File: src/rtl/phase_counter_start_stop.sv
// Start/stop phase counter: synchronizes two async clocks, detects rising edges and measures
// clk_sample cycles from a clk_in_0 edge to the next clk_in_1 edge as a {clk0 count, phase} tag.
module phase_counter_start_stop #(
    parameter int unsigned phase_count_size = 12,
    parameter int unsigned clk_0_count_size = 4,
    parameter int unsigned sync_stages      = 2
) (
    input  logic                                         clk_sample,
    input  logic                                         rst,
    input  logic                                         clk_in_0,
    input  logic                                         clk_in_1,
    output logic [clk_0_count_size+phase_count_size-1:0] phase_tag,
    output logic                                         phase_tag_valid,
    output logic                                         overflow,
    output logic                                         missed_stop
);

    localparam int unsigned tag_width  = clk_0_count_size + phase_count_size;
    localparam int unsigned mask_width = $clog2(sync_stages + 2);
    localparam logic [mask_width-1:0] mask_len = mask_width'(sync_stages + 1);

    typedef enum logic [0:0] {StIdle, StCount} state_e;

    logic [sync_stages-1:0] sync0_q, sync1_q;
    logic                   dly0_q, dly1_q;
    logic                   rise0_q, rise1_q;
    logic [mask_width-1:0]  mask_cnt_q;
    logic                   mask_active;

    // Edges are suppressed until the synchronizer pipeline has flushed its reset zeros.
    assign mask_active = (mask_cnt_q != mask_len);

    always_ff @(posedge clk_sample) begin
        if (rst) begin
            sync0_q    <= '0;
            sync1_q    <= '0;
            dly0_q     <= 1'b0;
            dly1_q     <= 1'b0;
            rise0_q    <= 1'b0;
            rise1_q    <= 1'b0;
            mask_cnt_q <= '0;
        end else begin
            sync0_q    <= {sync0_q[sync_stages-2:0], clk_in_0};
            sync1_q    <= {sync1_q[sync_stages-2:0], clk_in_1};
            dly0_q     <= sync0_q[sync_stages-1];
            dly1_q     <= sync1_q[sync_stages-1];
            rise0_q    <= sync0_q[sync_stages-1] & ~dly0_q & ~mask_active;
            rise1_q    <= sync1_q[sync_stages-1] & ~dly1_q & ~mask_active;
            if (mask_active) begin
                mask_cnt_q <= mask_cnt_q + mask_width'(1);
            end
        end
    end

    state_e                        state_q, state_d;
    logic [phase_count_size-1:0]   phase_cnt_q, phase_cnt_d;
    logic [clk_0_count_size-1:0]   clk0_cnt_q, clk0_cnt_d, clk0_next;
    logic [clk_0_count_size-1:0]   start_id_q, start_id_d;
    logic [tag_width-1:0]          tag_q, tag_d;
    logic                          valid_q, valid_d;
    logic                          ovf_q, ovf_d;
    logic                          missed_q, missed_d;

    assign clk0_next = clk0_cnt_q + clk_0_count_size'(1);

    always_comb begin
        state_d     = state_q;
        phase_cnt_d = phase_cnt_q;
        start_id_d  = start_id_q;
        tag_d       = tag_q;
        valid_d     = 1'b0;
        ovf_d       = 1'b0;
        missed_d    = 1'b0;
        clk0_cnt_d  = rise0_q ? clk0_next : clk0_cnt_q;

        case (state_q)
            StIdle: begin
                if (rise0_q) begin
                    state_d     = StCount;
                    phase_cnt_d = phase_count_size'(1);
                    start_id_d  = clk0_next;
                end
            end
            StCount: begin
                if (rise1_q) begin
                    tag_d   = {start_id_q, phase_cnt_q};
                    valid_d = 1'b1;
                    if (rise0_q) begin
                        phase_cnt_d = phase_count_size'(1);
                        start_id_d  = clk0_next;
                    end else begin
                        state_d = StIdle;
                    end
                end else if (rise0_q) begin
                    missed_d    = 1'b1;
                    phase_cnt_d = phase_count_size'(1);
                    start_id_d  = clk0_next;
                end else if (phase_cnt_q == '1) begin
                    tag_d   = {start_id_q, phase_cnt_q};
                    valid_d = 1'b1;
                    ovf_d   = 1'b1;
                    state_d = StIdle;
                end else begin
                    phase_cnt_d = phase_cnt_q + phase_count_size'(1);
                end
            end
            default: state_d = StIdle;
        endcase
    end

    always_ff @(posedge clk_sample) begin
        if (rst) begin
            state_q     <= StIdle;
            phase_cnt_q <= '0;
            clk0_cnt_q  <= '0;
            start_id_q  <= '0;
            tag_q       <= '0;
            valid_q     <= 1'b0;
            ovf_q       <= 1'b0;
            missed_q    <= 1'b0;
        end else begin
            state_q     <= state_d;
            phase_cnt_q <= phase_cnt_d;
            clk0_cnt_q  <= clk0_cnt_d;
            start_id_q  <= start_id_d;
            tag_q       <= tag_d;
            valid_q     <= valid_d;
            ovf_q       <= ovf_d;
            missed_q    <= missed_d;
        end
    end

    assign phase_tag       = tag_q;
    assign phase_tag_valid = valid_q;
    assign overflow        = ovf_q;
    assign missed_stop     = missed_q;

endmodule

File: config.mk
export PLATFORM = sky130hd
export DESIGN_NAME = phase_counter_start_stop
export DESIGN_NICKNAME = d
export VERILOG_FILES = /design/src/rtl/phase_counter_start_stop.sv
export SDC_FILE = /design/constraint.sdc
export NUM_CORES = 1
export LEC_CHECK = 0
export ABC_CLOCK_PERIOD_IN_PS = 2600
export BUFFER_PORTS_ARGS = -buffer_cell sky130_fd_sc_hd__buf_4
export CORE_ASPECT_RATIO = 1.2
export CORE_UTILIZATION = 51
export CTS_CLUSTER_DIAMETER = 80
export DETAILED_ROUTE_END_ITERATION = 10
export GPL_ROUTABILITY_DRIVEN = 0
export PLACE_DENSITY_LB_ADDON = 0.15
export SETUP_SLACK_MARGIN = 0.2
export SLEW_MARGIN = 40
export SYNTH_ARGS = -nofsm -noshare
export SYNTH_HDL_FRONTEND = slang
export SYNTH_SLANG_ARGS = --single-unit
File: constraint.sdc
create_clock -name clk_sample -period 2.6 [get_ports clk_sample]
set_input_delay 0.52 -clock clk_sample [delete_from_list [all_inputs] [get_ports clk_sample]]
set_output_delay 0.52 -clock clk_sample [all_outputs]
set_load 0.05 [all_outputs]
[Word level (Yosys, flattened, before mapping)]
Index checks and enable logic that the tools add are counted.
Word-level totals
  logic and storage cells: 51
  register bits: 50
  output and inout bits: 19
Cells by class
  equal/unequal tests: 4
  bitwise gates (word level): 8
  mux-type cells: 17
  reductions and logical operators: 4
  add/sub/neg operators: 3
Operators with widths (number)
  2-to-1 mux 12 bit: 4
  2-to-1 mux 16 bit: 3
  case mux 12 bit (2 select lines): 1
  adder 12 x 1 -> 12 bit, second input constant: 1
  == test 12 bit, second input constant: 1
  2-to-1 mux 1 bit: 7
  adder 4 x 1 -> 4 bit, second input constant: 1
  AND 1 bit: 4
  2-to-1 mux 4 bit: 1
  inequality test 4 bit, second input constant: 1
  NOT 1 bit: 4
  AND reduction 3 bit: 1
  OR reduction 3 bit: 1
  adder 2 x 1 -> 2 bit, second input constant: 1
  inequality test 2 x 1 -> 1 bit, second input constant: 1
  inequality test 2 bit, second input constant: 1
  case mux 1 bit (2 select lines): 1
  nonzero test 2 bit: 1
  OR reduction 2 bit: 1

[Depth between registers and ports, before layout]
Gate-level depths: netlist (run 1).
  depth in word-level cells: 5
  gate-level depth with buffers: 7
  gate-level depth less buffers: 5

[Worst setup path after synthesis (run 1)]
Ideal clock, no wire load.
  path kind: flip-flop to flip-flop
  from: register phase_cnt_q[0]
  to: register tag_q[10] (netlist: phase_tag[10])
  arrival time: 1.618 ns
  cell stages (with the launch flop): 8
  required time: 2.472 ns
  period minus slack after synthesis: 1.746 ns
  setup slack: 0.854 ns
  buffers on the path: 2
  cells stage by stage: dfxtp_1 ha_1 nand4_2 o41ai_2 buf_4 buf_12 mux2i_1 nor2_1
On the way
  word-level cells in the longest chain between the ends: 3
Ends and longest elaborated chain
  start: declaration: line 56  | logic [phase_count_size-1:0] phase_cnt_q, phase_cnt_d;
  start signal: assignment: line 123  | phase_cnt_q <= phase_cnt_d;
  == test 12 bit: line 98  | end else if (phase_cnt_q == '1) begin
  nonzero test 2 bit (no line)
  AND reduction 3 bit (no line)
  end signal: assignment: line 126  | tag_q <= tag_d;
  end: declaration: line 59  | logic [tag_width-1:0] tag_q, tag_d;
Every way passes these cells.
A chain may end at the register's enable or synchronous reset.

[Worst setup path after layout (run 1)]
  from: register phase_cnt_q[0]
  to: register tag_q[5] (netlist: phase_tag[5])
Same word-level chain as after synthesis.

==> results of run 1 <==
==> logic make-up (layout without fill, tap and decap cells) <==
kind of cell / Yosys count / after routing
AND/OR/NAND/NOR: 68 / 68
flip-flops: 46 / 46
AO/OA/AOI/OAI: 26 / 26
multiplexers: 19 / 19
buffers and inverters: 10 / 34
XOR/XNOR: 5 / 5
adder cells (fa/ha/maj): 3 / 3
==> through the flow <==
stage	cells	util
after floorplan	177	-
after global placement	230	0.595
after detailed placement	230	0.595
after CTS	238	0.636
after global routing	238	0.636
final	238	0.636
==> flip-flops by register name, indices dropped and copies added, names as in the netlist, 2 cells and up <==
| register | count |
|---|---|
| phase_tag | 16 |
| phase_cnt_q | 12 |
| sync1_q | 2 |
| mask_cnt_q | 2 |
| start_id_q | 4 |
| sync0_q | 2 |
==> area by class of cell <==
cell class / count / area [um2] / area share
multi-input combinational: 121 / 848 / 0.396
timing repair buffer: 24 / 180 / 0.0842
clock inverter: 3 / 68.8 / 0.0321
inverter: 2 / 7.51 / 0.00351
sequential: 46 / 921 / 0.430
clock buffer: 5 / 68.8 / 0.0321
tap: 37 / 46.3 / 0.0216
==> worst register-to-register path: cells and delay by family, from the launching register on <==
family	cells	cell delay, ps
buf+inv	1	260
compound gates	1	360
fa+ha+maj	1	240
simple gates	2	290
mux	1	200
flops	1	390
==> worst max path at each step <==
| stage | endpoint | slack [ps] | cells past startpoint |
|---|---|---|---|
| 6_report | phase_tag[5] | 760 | 6 |
| 5_1_grt | phase_tag[12] | 600 | 6 |
| 4_1_cts | phase_tag[2] | 740 | 6 |
| 3_5_place_dp | phase_tag[2] | 760 | 6 |
| 3_3_place_gp | phase_tag[6] | 830 | 6 |
| 2_1_floorplan | phase_tag[10] | 850 | 7 |
==> power by group through the flow <==
stage | Clock (mW) | Combinational (mW) | Sequential [mW]
3_5_place_dp | 0 | 0.0377 | 0.738
6_report | 0.627 | 0.0370 | 0.721
3_3_place_gp | 0 | 0.0353 | 0.737
5_1_grt | 0.662 | 0.0427 | 0.723
4_1_cts | 0.639 | 0.0380 | 0.721
2_1_floorplan | 0 | 0.0286 | 0.736
==> metal layers <==
layer	wire, um	global-route usage	up-vias
met5	0	0	-
met4	78	0.110	0
met3	114	0.0575	7
met2	1670	0.338	23
met1	1420	0.207	641
li1	-	-	675
==> synth_stat cells <==
master    count  area (um2)
nand2_1       5        18.8
o21ai_1       2        10.0
o31ai_1       4        30.0
or2_2         1        6.26
nand4_4       1        21.3
xnor2_1       1        8.76
nor3_1        3        15.0
and2_1        1        6.26
nand2b_1      1        6.26
a31oi_1       1        6.26
o41ai_4       1        27.5
o211ai_1      1        7.51
nand3_1       5        25.0
buf_12        1        20.0
buf_6         1        11.3
o21ai_0       3        15.0
or4b_1        1        10.0
nor2b_1       7        43.8
or3_1         4        25.0
mux2i_1      19         190
nor2_1       26        97.6
and3b_1       2        17.5
xor2_1        4        35.0
or4_1         3        22.5
and3_1        1        6.26
o41ai_2       1        16.3
inv_1         2        7.51
clkbuf_1      4        15.0
dfxtp_1      46         921
buf_2         1        5.00
o41ai_1       1        8.76
nand4_2       1        12.5
buf_4         1        7.51
o2111a_1      1        11.3
nand2b_2      1        8.76
a21oi_1      11        55.1
ha_1          3        37.5
nand4_1       3        18.8
and2b_1       1        7.51
and4_1        1        8.76
==> impl_metrics.tcl, run 1 <==
set metrics [dict create \
    outcome "finished, final reports clean" \
    clk_transition_reported_paths_ps 90 \
    max_cap_viol_count 0 \
    coreArea_um2 3370 \
    syn_nets 184 \
    worstSetupPathType "register to register" \
    synthAdderAreaFrac 0.0206 \
    cts_inserted_buffers 5 \
    drive_gt1_frac 0.189 \
    slew_viol_final 0 \
    crit_family "flip-flops" \
    cts_max_path_buffers 2 \
    rows 23 \
    slew_headroom 0.630 \
    r2r_cells 6 \
    mostFrequentLayoutCells "dfxtp_1 (46), nor2_1 (26), buf_4 (24)" \
    die_area_um2 3820 \
    grt_pass1_wl_um 5440 \
    hold_depth 2 \
    drtPass1Iterations 4 \
    diodes 0 \
    layout_commonest_cell "dfxtp_1" \
    nFillCells 288 \
    cts_resized 0 \
    grt_setup_unrepaired "no" \
    period_needed_ps 1840 \
    holdCritStartpoint "clk_in_0" \
    synth_area_um2 1820 \
    via_per_inst 5.66 \
    drtIter0Drc 36 \
    leakage_nw 0.841 \
    hpwl_um 2310 \
    preCtsSetupSlack_ps 764 \
    wl_per_cell_um 13.8 \
    startpoint_type "register" \
    period_share 0.708 \
    cts_tree "done" \
    tns_ps 0 \
    final_nets 207 \
    portBuffers 22 \
    post_cts_buffers 0 \
    ys_types 40 \
    clock_latency_ps 300 \
    ir_drop_uv 596 \
    critPathMaxStageDelay_ps 390 \
    crit_path_top_delay_cell "dfxtp_1" \
    worstSetupStartpoint "phase_cnt_q[0]" \
    yosys_warnings 0 \
    start_util 0.542 \
    die_y_um 67.5 \
    finClkSkew_ps 6.95 \
    hold_viol 0 \
    totalWireLength_um 3290 \
    placed_area_um2 2000 \
    clockPowerShare 0.453 \
    die_w_um 56.6 \
    critPathRequiredTime_ps 2780 \
    hold_ws_ps 423 \
    antenna_found_initial 0 \
    cp_max_fo 9 \
    fmax_ghz 0.543 \
    p_int_mw 1.12 \
    cts_sinks 46 \
    ioPinCount 23 \
    synth_top_family_by_area "simple AND/OR/NAND/NOR gates" \
    crit_arrival_ps 2030 \
    ant_nets 0 \
    whs_endpoint "sync0_q[0]" \
    reg2reg_slack_ps 760 \
    worst_pin_slew_ps 552 \
    avgSynthCellArea_um2 10.3 \
    seq_power_share 0.520 \
    powerDensity_nw_per_um2 647 \
    r2r-end "phase_tag[5]" \
    setup_ws_ps 758 \
    final_area_um2 2140 \
    synth_compound_area_frac 0.103 \
    worstReg2RegStart "phase_cnt_q[0]" \
    area_growth_pct 17.4 \
    vias 1346 \
    hold_path_class "primary input to register" \
    setup_viol_count_final 0 \
    netlist_instances 177 \
    synth-simple-area-share 0.207 \
    power_mw 1.39 \
    path_cells "ha_1 -> nand4_2 -> o41ai_4 -> buf_4 -> mux2i_1 -> nor2_1" \
    drcViolationCount 0 \
    h-tree-depth 2 \
    ys_ff_latch 46 \
    overflow 0 \
    combPwrFrac 0.027 \
    swShare 0.194 \
    p_switching_mw 0.269 \
    end_kind "register" \
    ctsRootBufferMaster "clkbuf_8" \
    yosysSeqAreaShare 0.505 \
    cts_hold_buffers 0 \
    grt_max_degree 35 \
    grt_usage 0.192 \
    grt_pass1_vias 1214 \
    crit_buf_inv 1 \
    synth_xor_xnor_area_share 0.0240 \
    synth.area.mux_share 0.104 \
]
Power figures use the tool's default switching activity.
==> run 2, diff against run 1 <==
--- a/config.mk
+++ b/config.mk
@@ -5,10 +5,10 @@
 export SDC_FILE = /design/constraint.sdc
 export NUM_CORES = 1
 export LEC_CHECK = 0
-export ABC_CLOCK_PERIOD_IN_PS = 2600
+export ABC_CLOCK_PERIOD_IN_PS = 1500
 export BUFFER_PORTS_ARGS = -buffer_cell sky130_fd_sc_hd__buf_4
 export CORE_ASPECT_RATIO = 1.2
-export CORE_UTILIZATION = 51
+export CORE_UTILIZATION = 50
 export CTS_CLUSTER_DIAMETER = 80
 export DETAILED_ROUTE_END_ITERATION = 10
 export GPL_ROUTABILITY_DRIVEN = 0
==> constraint.sdc (replaced) <==
create_clock -name clk_sample -period 1.5 [get_ports clk_sample]
set_input_delay 0.3 -clock clk_sample [delete_from_list [all_inputs] [get_ports clk_sample]]
set_output_delay 0.3 -clock clk_sample [all_outputs]
set_load 0.05 [all_outputs]
==> run 2 against run 1 <==
Fmax up 16%. Worst setup slack worse by 850 ps. Largest cell class is now multi-input gates. Clock power up 32%. Sequential power up 73%. First-iteration DRC count up 53%. The flow now finishes with violations (design-rule violations, negative setup slack). Via count up 8.5%. Sequential share of layout area down 5.1 points.
==> impl_metrics.tcl, run 2 (synthesized netlist as in run 1, its figures left out) <==
set metrics [dict create \
    outcome "finished with violations" \
    violations "design-rule violations, negative setup slack" \
    grt_setup_unrepaired "yes" \
    path_cells "ha_4 -> nand4_4 -> o41ai_4 -> buf_4 -> or4b_4 -> a21oi_2" \
    hold_ws_ps 215 \
    ctsRootBufferMaster "clkbuf_8" \
    end_kind "register" \
    antenna_found_initial 0 \
    coreArea_um2 3420 \
    hold_depth 2 \
    startpoint_type "register" \
    drtPass1Iterations 7 \
    worstReg2RegStart "phase_cnt_q[1]" \
    holdCritStartpoint "clk_in_1" \
    whs_endpoint "sync1_q[0]" \
    grt_pass1_vias 1505 \
    reg2reg_slack_ps -90 \
    cts_tree "done" \
    fin_util 0.725 \
    grt_usage 0.220 \
    critPathMaxStageDelay_ps 510 \
    tns_ps -502 \
    largest_reg_flops 16 \
    diodes 0 \
    layout_commonest_cell "buf_4" \
    overflow 0 \
    die_area_um2 3890 \
    crit_buf_inv 1 \
    setup_viol_count_final 22 \
    start_util 0.533 \
    seq_power_share 0.580 \
    hold_viol 0 \
    grt_pass1_wl_um 6440 \
    rows 23 \
    slew_viol_final 0 \
    hold_path_class "primary input to register" \
    ant_nets 0 \
    clockPowerShare 0.385 \
    slew_headroom 0.722 \
    hpwl_um 2680 \
    p_switching_mw 0.459 \
    die_y_um 68.2 \
    cts_max_path_buffers 2 \
    cp_max_fo 6 \
    fmax_ghz 0.629 \
    combPwrFrac 0.034 \
    ir_drop_uv 837 \
    mostFrequentLayoutCells "buf_4 (45), dfxtp_1 (33), nor2_1 (25)" \
    ioPinCount 23 \
    cts_hold_buffers 0 \
    critPathRequiredTime_ps 1730 \
    via_per_inst 5.53 \
    final_nets 233 \
    cts_inserted_buffers 5 \
    area_growth_pct 36.0 \
    max_cap_viol_count 0 \
    vias 1461 \
    r2r-end "phase_cnt_q[11]" \
    powerDensity_nw_per_um2 867 \
    drive_gt1_frac 0.436 \
    leakage_nw 0.983 \
    period_share 1.06 \
    clock_latency_ps 300 \
    drtIter0Drc 55 \
    p_int_mw 1.69 \
    worstSetupPathType "register to register" \
    h-tree-depth 2 \
    worst_pin_slew_ps 411 \
    r2r_cells 6 \
    portBuffers 22 \
    wl_per_cell_um 15.4 \
    finClkSkew_ps 7.08 \
    crit_family "simple AND/OR/NAND/NOR gates" \
    totalWireLength_um 4070 \
    preCtsSetupSlack_ps -76.0 \
    grt_max_degree 21 \
    clk_transition_reported_paths_ps 80 \
    period_needed_ps 1590 \
    die_w_um 57.1 \
    crit_path_top_delay_cell "or4b_4" \
    crit_arrival_ps 1820 \
    swShare 0.213 \
    setup_ws_ps -90.2 \
    power_mw 2.15 \
    drcViolationCount 2 \
    cts_sinks 46 \
]
## run 2: cell types whose count changed in the layout (fill, tap and decap cells not counted), sizes merged
cell | previous run | this run
buf | 24 | 50
bufinv | 2 | 0
clkbuf | 5 | 7
## run 2: metrics by stage
stage               cells  cell area [um2]
floorplan             177             1860
global placement      250             2190
detailed placement    250             2190
CTS                   264             2370
global route          264             2480
finish                264             2480
## run 2: cell type report
cell class                 count  area, um2
fill                         252        943
timing repair buffer          50        394
inverter                       2       7.51
clock inverter                 1       8.76
sequential                    46        940
clock buffer                   7       96.3
multi-input combinational    121        988
tap                           37       46.3
## run 2: worst max-delay path by stage
stage	depth (start not counted)	startpoint	to
final	6	phase_cnt_q[1]	phase_cnt_q[11]
after global routing	6	phase_cnt_q[1]	phase_tag[12]
after CTS	6	phase_cnt_q[1]	phase_cnt_q[11]
after detailed placement	6	phase_cnt_q[1]	phase_cnt_q[11]
after global placement	5	phase_cnt_q[5]	phase_tag[12]
after floorplan	7	rise0_q	phase_tag[10]
## run 2: power by group through the flow
stage / combinational (mW) / sequential [mW] / clock (mW)
after floorplan: 0.0499 / 1.28 / 0
after global placement: 0.0656 / 1.28 / 0
after detailed placement: 0.0720 / 1.28 / 0
after CTS: 0.0737 / 1.25 / 0.847
after global routing: 0.0858 / 1.25 / 0.907
final: 0.0741 / 1.25 / 0.829
## run 2: timing repair
action	in CTS	in global routing
resized for setup	13	27
setup buffers	6	0
pin swaps	3	12
setup endpoints to repair	29	31
## run 2: per-layer routing
layer	wire (um)	track usage
met4	59	0.0945
met1	1590	0.220
met5	0	0
met3	152	0.0624
met2	2270	0.425
